--- src/rtl/alu_rs_pkg.sv ---
// Shared types for the integer ALU reservation station: widths, opcode
// enumeration, entry record and the CDB operand capture helper.
package alu_rs_pkg;

  localparam int unsigned XLEN     = 32;
  localparam int unsigned RS_ROB_W = 4;
  localparam int unsigned RS_OPT_W = 6;

  localparam logic [RS_ROB_W-1:0] ROB_NONE = '0;

  typedef enum logic [RS_OPT_W-1:0] {
    OPT_NOP = 6'd0,
    OPT_ADD, OPT_SUB, OPT_AND, OPT_OR, OPT_XOR,
    OPT_SLL, OPT_SRL, OPT_SRA, OPT_SLT, OPT_SLTU,
    OPT_ADDI, OPT_ANDI, OPT_ORI, OPT_XORI,
    OPT_SLLI, OPT_SRLI, OPT_SRAI, OPT_SLTI, OPT_SLTIU,
    OPT_LUI, OPT_AUIPC, OPT_JAL, OPT_JALR,
    OPT_BEQ, OPT_BNE, OPT_BLT, OPT_BGE, OPT_BLTU, OPT_BGEU
  } opt_e;

  typedef struct packed {
    logic [XLEN-1:0]     val;
    logic [RS_ROB_W-1:0] dep;
  } rs_opnd_t;

  typedef struct packed {
    logic                busy;
    logic [RS_OPT_W-1:0] opt;
    rs_opnd_t            op1;
    rs_opnd_t            op2;
    logic [XLEN-1:0]     imm;
    logic [RS_ROB_W-1:0] rob_idx;
  } rs_entry_t;

  // Capture a waiting operand from the CDB; the ALU source has priority.
  function automatic rs_opnd_t wake_opnd(
    input rs_opnd_t            cur,
    input logic                alu_v,
    input logic [RS_ROB_W-1:0] alu_src,
    input logic [XLEN-1:0]     alu_val,
    input logic                lsu_v,
    input logic [RS_ROB_W-1:0] lsu_src,
    input logic [XLEN-1:0]     lsu_val
  );
    rs_opnd_t res;
    res = cur;
    if (cur.dep != ROB_NONE) begin
      if (alu_v && (cur.dep == alu_src)) begin
        res.val = alu_val;
        res.dep = ROB_NONE;
      end else if (lsu_v && (cur.dep == lsu_src)) begin
        res.val = lsu_val;
        res.dep = ROB_NONE;
      end
    end
    return res;
  endfunction

endpackage

--- src/rtl/alu_rs_select.sv ---
// Lowest-index priority encoder used for free-slot and ready-entry search.
module rs_select #(
  parameter  int unsigned N  = 8,
  localparam int unsigned IW = (N > 1) ? $clog2(N) : 1
) (
  input  logic [N-1:0]  req,
  output logic          found,
  output logic [IW-1:0] idx
);

  always_comb begin
    found = 1'b0;
    idx   = '0;
    for (int unsigned i = 0; i < N; i++) begin
      if (req[i] && !found) begin
        found = 1'b1;
        idx   = IW'(i);
      end
    end
  end

endmodule

--- src/rtl/alu_rs.sv ---
// Integer ALU reservation station: buffers dispatched ops, wakes operands
// from the CDB and issues the lowest-index ready entry each cycle.
module alu_rs
  import alu_rs_pkg::*;
#(
  parameter int unsigned DEPTH = 8,
  parameter int unsigned ROB_W = 4,
  parameter int unsigned OPT_W = 6
) (
  input  logic             clk,
  input  logic             rst,
  input  logic             rdy,
  input  logic             rob_flush,
  input  logic             disp_valid,
  input  logic [OPT_W-1:0] disp_opt,
  input  logic [31:0]      disp_val1,
  input  logic [31:0]      disp_val2,
  input  logic [31:0]      disp_imm,
  input  logic [ROB_W-1:0] disp_dep1,
  input  logic [ROB_W-1:0] disp_dep2,
  input  logic [ROB_W-1:0] disp_rob_idx,
  output logic             rs_full,
  input  logic             cdb_alu_valid,
  input  logic             cdb_lsu_valid,
  input  logic [ROB_W-1:0] cdb_alu_src,
  input  logic [ROB_W-1:0] cdb_lsu_src,
  input  logic [31:0]      cdb_alu_val,
  input  logic [31:0]      cdb_lsu_val,
  output logic             rs_valid,
  output logic [OPT_W-1:0] rs_opt,
  output logic [31:0]      rs_val1,
  output logic [31:0]      rs_val2,
  output logic [31:0]      rs_imm,
  output logic [ROB_W-1:0] rs_rob_idx
);

  localparam int unsigned IW = $clog2(DEPTH);

  rs_entry_t             ent_q    [DEPTH];
  rs_entry_t             ent_wake [DEPTH];
  rs_entry_t             disp_ent;
  logic [DEPTH-1:0]      busy_vec;
  logic [DEPTH-1:0]      ready_vec;
  logic                  free_found;
  logic [IW-1:0]         free_idx;
  logic                  sel_found;
  logic [IW-1:0]         sel_idx;
  logic [RS_ROB_W-1:0]   alu_src;
  logic [RS_ROB_W-1:0]   lsu_src;

  assign alu_src = RS_ROB_W'(cdb_alu_src);
  assign lsu_src = RS_ROB_W'(cdb_lsu_src);

  // Per-entry, per-operand wake-up comparators and status bits
  for (genvar g = 0; g < DEPTH; g++) begin : g_ent
    rs_opnd_t op1_w;
    rs_opnd_t op2_w;

    assign op1_w = wake_opnd(ent_q[g].op1, cdb_alu_valid, alu_src, cdb_alu_val,
                             cdb_lsu_valid, lsu_src, cdb_lsu_val);
    assign op2_w = wake_opnd(ent_q[g].op2, cdb_alu_valid, alu_src, cdb_alu_val,
                             cdb_lsu_valid, lsu_src, cdb_lsu_val);

    always_comb begin
      ent_wake[g] = ent_q[g];
      if (ent_q[g].busy) begin
        ent_wake[g].op1 = op1_w;
        ent_wake[g].op2 = op2_w;
      end
    end

    assign busy_vec[g]  = ent_q[g].busy;
    assign ready_vec[g] = ent_q[g].busy && (ent_q[g].op1.dep == ROB_NONE) &&
                          (ent_q[g].op2.dep == ROB_NONE);
  end

  rs_select #(.N(DEPTH)) u_free_sel (
    .req   (~busy_vec),
    .found (free_found),
    .idx   (free_idx)
  );

  rs_select #(.N(DEPTH)) u_issue_sel (
    .req   (ready_vec),
    .found (sel_found),
    .idx   (sel_idx)
  );

  assign rs_full = &busy_vec;

  // Incoming op with same-cycle CDB bypass on both operands
  always_comb begin
    disp_ent         = '0;
    disp_ent.busy    = 1'b1;
    disp_ent.opt     = RS_OPT_W'(disp_opt);
    disp_ent.imm     = disp_imm;
    disp_ent.rob_idx = RS_ROB_W'(disp_rob_idx);
    disp_ent.op1     = wake_opnd('{val: disp_val1, dep: RS_ROB_W'(disp_dep1)},
                                 cdb_alu_valid, alu_src, cdb_alu_val,
                                 cdb_lsu_valid, lsu_src, cdb_lsu_val);
    disp_ent.op2     = wake_opnd('{val: disp_val2, dep: RS_ROB_W'(disp_dep2)},
                                 cdb_alu_valid, alu_src, cdb_alu_val,
                                 cdb_lsu_valid, lsu_src, cdb_lsu_val);
  end

  // Flush beats everything except reset; a stalled cycle holds all state.
  always_ff @(posedge clk) begin
    if (rst) begin
      for (int unsigned i = 0; i < DEPTH; i++) ent_q[i] <= '0;
      rs_valid   <= 1'b0;
      rs_opt     <= '0;
      rs_val1    <= '0;
      rs_val2    <= '0;
      rs_imm     <= '0;
      rs_rob_idx <= '0;
    end else if (rob_flush) begin
      for (int unsigned i = 0; i < DEPTH; i++) ent_q[i].busy <= 1'b0;
      rs_valid <= 1'b0;
    end else if (rdy) begin
      for (int unsigned i = 0; i < DEPTH; i++) ent_q[i] <= ent_wake[i];
      if (sel_found) begin
        ent_q[sel_idx].busy <= 1'b0;
        rs_valid   <= 1'b1;
        rs_opt     <= OPT_W'(ent_q[sel_idx].opt);
        rs_val1    <= ent_q[sel_idx].op1.val;
        rs_val2    <= ent_q[sel_idx].op2.val;
        rs_imm     <= ent_q[sel_idx].imm;
        rs_rob_idx <= ROB_W'(ent_q[sel_idx].rob_idx);
      end else begin
        rs_valid <= 1'b0;
      end
      if (disp_valid && free_found) ent_q[free_idx] <= disp_ent;
    end
  end

endmodule

--- config.mk ---
export PLATFORM = sky130hd
export DESIGN_NAME = alu_rs
export DESIGN_NICKNAME = d
export VERILOG_FILES = /design/src/rtl/alu_rs_pkg.sv /design/src/rtl/alu_rs_select.sv /design/src/rtl/alu_rs.sv
export SDC_FILE = /design/constraint.sdc
export NUM_CORES = 2
export LEC_CHECK = 0
export CAP_MARGIN = 20
export CORE_MARGIN = 1
export CORE_UTILIZATION = 60
export CTS_CLUSTER_SIZE = 30
export DETAILED_ROUTE_END_ITERATION = 10
export PLACE_DENSITY = 0.76
export SETUP_SLACK_MARGIN = 0.1
export SYNTH_ARGS = -nofsm -noshare
export SYNTH_HDL_FRONTEND = slang
export SYNTH_SLANG_ARGS = --single-unit
export TNS_END_PERCENT = 20
--- constraint.sdc ---
create_clock -name clk -period 8.01 [get_ports clk]
set_input_delay 2.0025 -clock clk [delete_from_list [all_inputs] [get_ports clk]]
set_output_delay 2.0025 -clock clk [all_outputs]
set_load 0.05 [all_outputs]
Word level (Yosys, flattened, before mapping)
Memories as Yosys holds them, arrays and structs flattened. A register that Yosys moved wholly into a read port is not among the register bits.
Index checks and enable logic that the tools add are counted.
{"block": "totals", "reg_bits": 1, "ram_bits": 920, "elab_cells": 317, "mem_count": 1, "out_inout_bits": 108, "inputBits": 193}
{"name": "ent_q", "depth": 8, "width": 115, "rd": 9, "rd_clocked_by_memory_dff": 1, "write_ports": 10, "line_no": "alu_rs.sv:39", "rtl": "rs_entry_t ent_q [DEPTH];"}
{"block": "op_classes", "n_reduce_logical": 118, "mux": 135, "n_eq_ne": 36, "n_bitwise": 26}
{"cell": "2-to-1 mux 36 bit", "count": 54}
{"cell": "2-to-1 mux 114 bit", "count": 8}
{"cell": "2-to-1 mux 72 bit", "count": 8}
{"cell": "== test 4 bit", "count": 36}
{"cell": "nonzero test 4 bit", "count": 18}
{"cell": "logical AND 1 bit", "count": 67}
{"cell": "zero test 4 bit", "count": 16}
{"cell": "2-to-1 mux 1 bit", "count": 53}
{"cell": "2-to-1 mux 3 bit", "count": 8}
{"cell": "OR 1 bit", "count": 24}
{"cell": "zero test 1 bit", "count": 14}
{"cell": "2-to-1 mux 2 bit", "count": 4}
{"cell": "inverter 8 bit", "count": 1}
{"cell": "AND reduction 8 bit", "count": 1}
{"cell": "AND reduction 3 bit", "count": 1}
{"cell": "OR reduction 2 bit", "count": 1}
{"cell": "inverter 1 bit", "count": 1}

Longest topological paths before layout
An unclocked memory read counts as a cell.
{"block": "logic_depth", "word_depth": 31, "mapped_depth": 13}

Cells and area by module
Synthesis repeated with hierarchy kept, for this count alone.
{"block": "hier_totals", "hier_cells": 5034, "area_unflattened_um2": 57767.9}
{"module": "alu_rs", "area_per_inst_um2": 57600.2, "cells_per_inst": 5006, "n_inst": 1}
{"module": "rs_select", "area_per_inst_um2": 83.8, "cells_per_inst": 14, "n_inst": 2}

Worst setup path after synthesis
OpenSTA, ideal clock, no wires.
{"block": "synth_timing", "path_type": "input to register", "start": "input cdb_alu_src[0]", "end": "memory ent_q[4][100] in the netlist's numbering (enable)", "setup_slack_ns": 1.008, "arrival_ns": 6.518, "setup_ns": 0.484, "cell_stages": 7, "cell_sequence": "buf_2 buf_1 xor2_1 nor4_1 buf_2 a31oi_1 o31ai_1"}
{"item": "start, declared", "line_no": "alu_rs.sv:25", "rtl": "input logic [ROB_W-1:0] cdb_alu_src,"}
{"item": "end, declared", "line_no": "alu_rs.sv:39"}

==> impl.org <==
** Status
- Result of the run :: completed

** Floorplanning
- The floorplan has 110 rows.
- Total Die Area :: approximately 0.093 sq mm
- In this run the standard cell core region covers around 0.09 sq mm.
- Floorplan die height :: 305.2 um
- Count of boundary I/O pins :: 301
- Die Span X :: between 300 and 400 um
- Starting Density :: 60.91%

** Cells and area
- Once layout is complete, the cells apart from fillers number 6190.
- Nets :: 5107
- Counting the fill cells in the layout gives roughly 6500.
- Final core utilization :: 68.94%
- Summed area of non-filler cells in the final layout :: 0.06243 sq mm
- Share of layout cells above drive strength 1 :: 19.52%
- Relative to the synthesized area, the layout overhead comes to 13.18%.

** Critical path
- Register-to-Register Setup Slack :: 3370 ps
- R2R depth :: 8
- CP top delay family :: buffers and inverters
- Master of the slowest instance on the critical path :: sky130_fd_sc_hd__clkdlybuf4s50_1
- Worst R2R Start :: ent_q[2][73]
- Most common cell type on the critical path :: sky130_fd_sc_hd__nand2_1
- Worst flop-to-flop path endpoint :: rs_val1[13]
- The critical path runs through a total of 8 cells.
- Setup crit end kind :: register
- Number of buffer and inverter stages on the critical path :: 2
- At the worst endpoint, the required time is around 8400 ps.
- In this run the worst path has a maximum fanout of 28.
- The worst setup path is launched from a primary input.
- The setup path with the least slack is of type in2reg.
- Arrival time worst endpoint :: around 5600 ps
- The critical path goes through clkdlybuf4s50_1, nand2_1, nor4_1, nand2_1, buf_4, o22a_1, o22ai_1, o21ai_0.
- The largest single stage delay on the critical path is 1100 ps.

** Drt
- DRT Pass-1 Iters :: 9
- The routed design has 196.4 mm of wire.
- The detail route stage leaves a number of antenna-violating nets equal to 0.
- First DRT Iteration DRCs :: 7119
- DRC viols :: 0
- After detailed routing, the number of vias per cell comes to 7.307.
- Total via count after detailed routing :: 45230
- Dividing the detail-routed wire length by the instance count gives approximately 32 um.

** Pwr
- Clk network pwr share :: 40.3%
- Maximum ir drop on the vdd rail :: 0.1641 mV
- Power dissipated by switching net loads :: 2.925 mW
- Internal power :: 9.177 mW
- In this run switching power makes up 24.17% of total power.
- Leak pwr :: about 22 nW
- In this run, flip-flops and latches consume 50.6% of the power.
- Fraction of power consumed by combinational cells :: 9.1%
- For this design the ratio of total power to cell area is approximately 190 mW/mm^2.

** Global route
- Pin count of the biggest net entering global routing :: 211
- The via count of the first global-routing pass was ~44000.
- The number of antenna violations at the first check in global routing was 14.
- GRT Residual Overflow :: 0
- Global routing used 41.29% of the available tracks.
- The first global-routing pass estimated about 290 mm of wire.

** STA
- # setup viols final :: 0
- Setup repair after global routing left no endpoint under its margin.
- For the pin with the worst max-slew slack, the measured transition is 1202 ps.
- Final critical delay including setup and external delays :: 5178 ps
- Timing would allow up to 0.1931 GHz.
- Number of max-slew violations in the final report :: 0
- Hold Fails Final Rpt :: 0
- Fin worst setup slack :: 2832 ps
- Final worst-path cycle share :: 64.64%
- Worst clock skew :: 21.25 ps
- Max-slew headroom at the worst pin :: 19.88%
- Setup total negative slack on the finished layout was measured at 0 ps.

** Worst hold path
- Worst hold path endpoint :: rs_val1[6]
- Cell depth of the worst min-delay path :: 2
- The startpoint identified for the worst hold timing path is rs_val1[6].
- In this run the worst hold path is classified as reg2reg.

** Clocking
- In this run the post-CTS setup repair buffer count came out at 0.
- Clock latency reported for the late side of the worst-skew pair :: 700 ps
- Buffers inserted to repair hold after CTS numbered 0.
- Count of H-tree levels built during CTS :: 3
- The clock passes through at most 3 buffers.
- In this run, post-CTS repair resized a total of 0 instances.
- After clock tree synthesis, the clock-pin slew on the worst setup and hold paths is 60 ps.
- Root buffer selected by CTS :: sky130_fd_sc_hd__clkbuf_16
- TritonCTS built the clock tree.
- TritonCTS created 106 clock buffers.
- TritonCTS sink count :: 1027

** Placement
- Summing all placed instances gives a cell area of 0.05901 sq mm.
- Instance count after placement with tap cells included :: 5980
- Total of buffers placed on input and output ports :: 300
- Final GP Congestion :: 0.9371
- Sum of net half-perimeters after detailed placement :: ~110 mm
- Before CTS, the worst setup slack after placement is around 2300 ps.

** Yosys
- Synth Register Bits :: 1027
- Mapped Area :: 0.05516 sq mm
- By area the synthesized netlist is led by sky130_fd_sc_hd__edfxtp_1 50%, sky130_fd_sc_hd__mux2_2 12%, sky130_fd_sc_hd__o21ai_0 5.1%, sky130_fd_sc_hd__nand3_1 5.0%, sky130_fd_sc_hd__dfxtp_1 4.2%.
- After synthesis, the largest area contributor takes up 49.65% of total cell area.
- Mean area per synthesized cell :: 11.18 sq um
- Counting distinct cell types in the post-synthesis netlist gives 55.
- Post-Syn Instances :: just under 5000
- Cell accounting for the most synthesized area :: sky130_fd_sc_hd__edfxtp_1
- During synthesis, Yosys emitted a total of 0 warnings.
- Number of nets in the synthesized netlist :: between 5000 and 6000
- Top_reg_cell synth :: sky130_fd_sc_hd__edfxtp_1
- Sequential element share of the synthesized area :: a little over half
- The synthesized design contains 912 enable-type register cells.
- Asr flop ratio synth :: 0%

** Flow run
- The tool flagged a number of max-cap violations equal to 0.
sequential cells by signal (all words and copies together), names as in the netlist:
| signal | count |
|---|---|
| rs_val1 | 32 |
| rs_imm | 32 |
| rs_rob_idx | 4 |
| ent_q | 920 |
| rs_val2 | 32 |
| rs_valid | 1 |
| rs_opt | 6 |
synth_stat cells, types with 23 or more instances:
cell type	n
sky130_fd_sc_hd__o21ai_0	563
sky130_fd_sc_hd__and2_1	211
sky130_fd_sc_hd__buf_1	34
sky130_fd_sc_hd__edfxtp_1	912
sky130_fd_sc_hd__xnor2_1	36
sky130_fd_sc_hd__a221o_1	29
sky130_fd_sc_hd__a222oi_1	74
sky130_fd_sc_hd__a221oi_1	69
sky130_fd_sc_hd__nand3_1	555
sky130_fd_sc_hd__o22a_1	65
sky130_fd_sc_hd__mux2_2	598
sky130_fd_sc_hd__dfxtp_1	115
sky130_fd_sc_hd__nand2_1	184
sky130_fd_sc_hd__nor2_1	150
sky130_fd_sc_hd__nor4_1	30
sky130_fd_sc_hd__and3_1	136
sky130_fd_sc_hd__mux2i_1	35
sky130_fd_sc_hd__a31oi_1	23
sky130_fd_sc_hd__a21oi_1	167
sky130_fd_sc_hd__xor2_1	108
sky130_fd_sc_hd__buf_2	69
sky130_fd_sc_hd__a22o_1	63
sky130_fd_sc_hd__o22ai_1	72
sky130_fd_sc_hd__clkbuf_1	435
how the worst max path moves through the flow:
stage,start,to
2_1_floorplan,cdb_alu_src[0],ent_q[4][100]
3_3_place_gp,rdy,ent_q[0][93]
3_5_place_dp,rdy,ent_q[0][93]
4_1_cts,rdy,ent_q[0][91]
5_1_grt,rob_flush,ent_q[7][85]
6_report,cdb_lsu_valid,ent_q[6][61]
metal layers:
| metal | part of all wire, % | vias up | track usage (%) | wire, um |
|---|---|---|---|---|
| met5 | 0.15 | - | 1.240 | 287 |
| met4 | 7.0 | 18 | 25.58 | 13670 |
| met3 | 15 | 946 | 12.29 | 29800 |
| met2 | 44 | 3898 | 62.70 | 85910 |
| met1 | 34 | 21560 | 51.91 | 66710 |
| li1 | - | 18810 | - | - |
power groups by stage:
stage	sequential, mW	combinational [mW]	clock [mW]
final	6.12	1.10	4.88
after global routing	6.14	1.14	5.06
after CTS	6.12	1.06	4.86
after detailed placement	6.23	1.05	0
after global placement	6.22	1.03	0
after floorplan	6.23	0.610	0
cell type report:
cell class / count / area, sq um / share of cell area (%)
tap: 1176 / 1471 / 2.357
sequential: 1027 / 29690 / 47.55
multi-input combinational: 3337 / 23700 / 37.97
inverter: 12 / 46.29 / 0.07415
antenna: 9 / 22.52 / 0.03607
clock buffer: 150 / 2950 / 4.726
timing repair buffer: 430 / 4136 / 6.626
clock inverter: 49 / 412.9 / 0.6613
kinds of logic (layout without fill, tap and decap cells):
kind of cell | count (synthesis) | count (layout) | share of synthesized area [%]
flops | 1027 | 1027 | 53.82
xor+xnor | 144 | 144 | 2.286
simple gates | 1312 | 1312 | 12.21
compound gates | 1248 | 1248 | 14.59
other cells | 0 | 9 | 0
mux | 633 | 633 | 12.84
buf+inv | 571 | 641 | 4.253
layout by cell type, fill, tap and decap left out, drive strengths merged, types with 115 or more instances in the layout:
cell type / count
edfxtp: 912
mux2: 598
o21ai: 570
nand3: 555
clkdlybuf4s50: 299
and2: 211
nand2: 184
a21oi: 167
nor2: 150
clkbuf: 150
and3: 136
buf: 131
dfxtp: 115
worst min-delay path, delay by kind of cell (launching register included):
kind	cells	cell delay (ps)
flip-flops	1	310
AND/OR/NAND/NOR	2	90
stage by stage:
stage          total power, mW  hold WS, ps
6_report                 12.10        442.4
5_1_grt                  12.34        472.1
4_1_cts                  12.04        442.7
3_5_place_dp             7.284        432.3
3_3_place_gp             7.248        428.4
2_1_floorplan            6.835        481.9
Note: power is estimated with default switching activity, not from simulation.
